### config.mk
export PLATFORM = sky130hd
export DESIGN_NAME = matrix_loader
export DESIGN_NICKNAME = d
export VERILOG_FILES = /design/src/rtl/matrix_loader.sv
export SDC_FILE = /design/constraint.sdc
export NUM_CORES = 1
export LEC_CHECK = 0
export CAP_MARGIN = 30
export CORE_MARGIN = 1.5
export CORE_UTILIZATION = 35
export CTS_CLUSTER_SIZE = 28
export DETAILED_ROUTE_END_ITERATION = 10
export GPL_ROUTABILITY_DRIVEN = 0
export PLACE_DENSITY_LB_ADDON = 0.08
export SKIP_LAST_GASP = 1
export SYNTH_ARGS = -nofsm -noshare
export SYNTH_HDL_FRONTEND = slang
export SYNTH_SLANG_ARGS = --single-unit
### constraint.sdc
create_clock -name clk -period 14.7 [get_ports clk]
set_input_delay 4.41 -clock clk [delete_from_list [all_inputs] [get_ports clk]]
set_output_delay 4.41 -clock clk [all_outputs]
set_load 0.03 [all_outputs]
### src/rtl/matrix_loader.sv
// Serial-to-parallel operand loader: streams N*N elements of A (row-major),
// then N*N elements of B (row- or column-major), and holds both until acknowledged.
module matrix_loader #(
  parameter int DATA_W = 8,
  parameter int N      = 3
) (
  input  logic                       clk,
  input  logic                       reset,
  input  logic [DATA_W-1:0]          s_data,
  input  logic                       s_valid,
  output logic                       s_ready,
  input  logic                       b_col_major,
  input  logic                       abort,
  input  logic                       mat_ack,
  output logic                       done,
  output logic [$clog2(2*N*N)-1:0]   load_cnt,
  output logic                       drop_err,
  output logic [N*N*DATA_W-1:0]      a_flat,
  output logic [N*N*DATA_W-1:0]      b_flat
);

  localparam int NN  = N * N;
  localparam int TOT = 2 * NN;
  localparam int CW  = $clog2(TOT);
  localparam int IW  = (NN > 1) ? $clog2(NN) : 1;

  typedef enum logic {ST_LOAD, ST_HOLD} state_e;

  state_e            state_q, state_d;
  logic [CW-1:0]     cnt_q, cnt_d;
  logic              drop_q, drop_d;
  logic              mode_q, mode_d;
  logic              mode_eff;
  logic              a_we, b_we;
  logic [IW-1:0]     wr_idx;
  logic [DATA_W-1:0] a_q [NN];
  logic [DATA_W-1:0] b_q [NN];

  // Storage slot for beat k; B beats are transposed in column-major mode.
  function automatic logic [IW-1:0] elem_idx(input logic [CW-1:0] k, input logic col_major);
    int ki;
    int j;
    int idx;
    ki = int'(k);
    if (ki < NN) begin
      idx = ki;
    end else begin
      j   = ki - NN;
      idx = col_major ? ((j % N) * N + j / N) : j;
    end
    return IW'(idx);
  endfunction

  assign done     = (state_q == ST_HOLD);
  assign s_ready  = (state_q == ST_LOAD);
  assign load_cnt = cnt_q;
  assign drop_err = drop_q;

  always_comb begin
    state_d  = state_q;
    cnt_d    = cnt_q;
    drop_d   = drop_q;
    mode_d   = mode_q;
    a_we     = 1'b0;
    b_we     = 1'b0;
    wr_idx   = '0;
    // The first beat of a frame uses the freshly sampled mode.
    mode_eff = (cnt_q == '0) ? b_col_major : mode_q;

    if ((state_q == ST_HOLD) && mat_ack) drop_d = 1'b0;
    if ((state_q == ST_HOLD) && s_valid && !abort) drop_d = 1'b1;

    if (abort) begin
      cnt_d   = '0;
      state_d = ST_LOAD;
    end else begin
      case (state_q)
        ST_HOLD: begin
          if (mat_ack) state_d = ST_LOAD;
        end
        ST_LOAD: begin
          if (s_valid) begin
            mode_d = mode_eff;
            wr_idx = elem_idx(cnt_q, mode_eff);
            if (int'(cnt_q) < NN) a_we = 1'b1;
            else                  b_we = 1'b1;
            if (cnt_q == CW'(TOT - 1)) begin
              cnt_d   = '0;
              state_d = ST_HOLD;
            end else begin
              cnt_d = cnt_q + 1'b1;
            end
          end
        end
        default: state_d = ST_LOAD;
      endcase
    end
  end

  always_ff @(posedge clk) begin
    if (!reset) begin
      state_q <= ST_LOAD;
      cnt_q   <= '0;
      drop_q  <= 1'b0;
      mode_q  <= 1'b0;
    end else begin
      state_q <= state_d;
      cnt_q   <= cnt_d;
      drop_q  <= drop_d;
      mode_q  <= mode_d;
    end
  end

  always_ff @(posedge clk) begin
    if (!reset) begin
      for (int i = 0; i < NN; i++) begin
        a_q[i] <= '0;
        b_q[i] <= '0;
      end
    end else begin
      if (a_we) a_q[wr_idx] <= s_data;
      if (b_we) b_q[wr_idx] <= s_data;
    end
  end

  for (genvar e = 0; e < NN; e++) begin : g_flat
    assign a_flat[e*DATA_W +: DATA_W] = a_q[e];
    assign b_flat[e*DATA_W +: DATA_W] = b_q[e];
  end

endmodule

==> impl_metrics.csv <==
group,metric,value,unit
synthesis,yosysTopAreaCellShare,60.7,%
worst_setup_path,crit_top_cell,"ha_1",
hold_path,hp-class,"reg2reg",
die,start_util,35.4,%
clocking,holdBufCountCts,0,
synthesis,yosysMostFrequentCell,"edfxtp_1",
layout,layout-area-overhead-vs-synth,35.5,%
detailed_routing,vias,5217,
worst_setup_path,critPathMaxStageDelay,0.93,ns
synthesis,synth.distinct_cells,63,
placement,hpwl,13.5,mm
power,power_density,120,mW/mm2
clocking,htreeDepth,4,
die,rows,52,
layout,drive_gt1_share,8.82,%
layout,multi_input_area,0.00240,mm2
layout,fillers,1796,
detailed_routing,wl,19.3,mm
clocking,cts_resized,0,
die,dieArea,0.0212,mm2
grt,grt_pass1_vias,5049,
worst_setup_path,worstSetupPathType,"reg2reg",
die,die-height,146,um
clocking,cts_root_buffer,"clkbuf_16",
synthesis,syn_avg_cell_area,12.5,um2
sta,hold_viol,0,
grt,track_usage,18.4,%
clocking,clock_latency,0.42,ns
run_status,outcome,"completed",
worst_setup_path,end_kind,"register",
synthesis,yosys_warnings,0,
sta,setup_viol,0,
clocking,post-cts-setup-buffers,0,
synthesis,synth-async-reset-ratio,0,%
detailed_routing,wl_per_cell,18.9,um
placement,placed_cells,980,
synthesis,yosysSeqAreaShare,63.0,%
detailed_routing,final_antenna_net_count,0,
grt,grt_antenna_before_repair,0,
sta,setup-tns-final,0,ns
sta,finalClockSkew,0.00856,ns
worst_setup_path,crit_fanout,72,
synthesis,synth_flop_cell,"edfxtp_1",
sta,min_period_over_period,65.9,%
sta,max_freq,103,MHz
synthesis,syn_nets,600,
detailed_routing,drt_first_iter_violations,432,
placement,io_buffers,165,
synthesis,synth_cells,570,
synthesis,synth-edff-count,144,
flow_run,maxCapViolCount,0,
sta,relSlewSlack,29.9,%
worst_setup_path,cp-start-kind,"register",
sta,post-route-min-period,9.68,ns
worst_setup_path,worstPathRequired,14.74,ns
detailed_routing,drc_errors,0,
die,core,0.0201,mm2
sta,rsz0062_at_grt,"no",
clocking,clock_path_buffers,2,
sta,tightest_slew,1.04,ns
die,ios,166,
grt,grt_pass1_wl,29.3,mm
worst_setup_path,critPathSlowestCell,"o41ai_2",
clocking,clk_pin_slew,0.06,ns
synthesis,ys_ff_latch,152,
grt,overflow,0,
synthesis,synth.area.top_cells,"edfxtp_1 61%, nor4_1 3.5%, nor2_1 3.4%",
sta,finalMaxSlewViolations,0,
detailed_routing,dr.pass1.iters,5,
clocking,numCtsBuffers,17,
clocking,cts_tree,"done",
layout,finalNetCount,765,
synthesis,synth_area,0.00712,mm2
layout,instances_no_fill,1018,
placement,placed_cell_area,0.00901,mm2
synthesis,yosysTopAreaCell,"edfxtp_1",
layout,diodes,0,
grt,grt_max_degree,73,
power,ir_drop,0.0000766,V
layout,seq_area,0.00448,mm2
die,fp.dieW,146,um
layout,fin_area,0.00965,mm2
power,leakagePower,3.39,nW
clocking,clock-sinks,152,
worst_setup_path,critical_path_arrival,9.72,ns
synthesis,synthTopCellsByCount,"144 x edfxtp_1, 64 x nor2_1, 40 x nor4_1",
detailed_routing,vias_per_cell,5.12,
==> path summary, 6_finish.rpt <==
check / startpoint / endpoint / slack, ns / depth (start not counted)
hold reg to reg: done / done / 0.55 / 2
setup reg to reg: load_cnt[0] / b_q[4][4] / 5.02 / 33
setup / recovery: load_cnt[0] / b_q[4][4] / 5.02 / 33
hold / removal: done / done / 0.55 / 2
==> layer usage <==
| layer | track usage, % | wire length, um |
|---|---|---|
| met5 | 0 | 0 |
| met4 | 6.17 | 245 |
| met3 | 3.48 | 875 |
| met2 | 30.5 | 9570 |
| met1 | 24.2 | 8590 |
==> flip-flops by register name (all words and copies together), names as in the netlist <==
name / count
b_q: 72
mode_q: 1
done: 1
drop_err: 1
load_cnt: 5
a_q: 72
==> worst max-delay path: cells and delay by family, from the launching register on <==
kind | cells | cell delay [ns]
simple gates | 7 | 1.15
fa+ha+maj | 8 | 2.94
xor+xnor | 5 | 0.89
flops | 1 | 0.82
compound gates | 8 | 2.76
buf+inv | 5 | 0.73
==> power breakdown <==
group          internal, mW  leakage (nW)  switching (mW)
clock network         0.268         0.288           0.176
registers             0.487          1.55         0.00667
logic                0.0945          1.54           0.130
total                 0.850          3.39           0.313
==> kinds of logic after synthesis <==
logic type	Yosys count	share of synthesized area, %
XOR/XNOR	12	1.48
AO/OA/AOI/OAI	70	8.15
adder cells (fa/ha/maj)	16	3.02
buffers and inverters	52	3.46
multiplexers	5	0.720
flip-flops	152	63.0
AND/OR/NAND/NOR	263	20.2
==> cell usage in the layout, fill, tap and decap left out, types with 10 or more instances in the layout <==
| cell | n |
|---|---|
| clkdlybuf4s50_1 | 165 |
| edfxtp_1 | 144 |
| nor2_1 | 64 |
| nor4_1 | 40 |
| nand2_1 | 39 |
| and2_1 | 35 |
| nor3b_1 | 32 |
| o21ai_0 | 17 |
| clkbuf_16 | 17 |
| inv_1 | 16 |
| ha_1 | 14 |
| a21oi_1 | 12 |
| nand4_1 | 10 |
==> per-stage QoR <==
| stage | utilization [%] | power [mW] | setup slack (ns) | hold WS, ns |
|---|---|---|---|---|
| global route | 48.0 | 1.20 | 4.30 | 0.581 |
| finish | 48.0 | 1.16 | 5.02 | 0.550 |
| CTS | 47.8 | 1.17 | 4.97 | 0.554 |
| floorplan | - | 0.660 | 5.30 | 0.568 |
| global placement | 44.8 | 0.722 | 5.38 | 0.533 |
| detailed placement | 44.8 | 0.727 | 5.00 | 0.544 |
==> final cells by class <==
cell class              instances  share of cell area [%]
well taps                     270                    3.50
inverters                      16                   0.622
multi-input cells             366                    24.9
repair buffers                182                    18.3
clock inverters                14                    1.79
flip-flops and latches        152                    46.4
clock buffers                  18                    4.45
No activity file was read; power rests on OpenSTA's default activity.
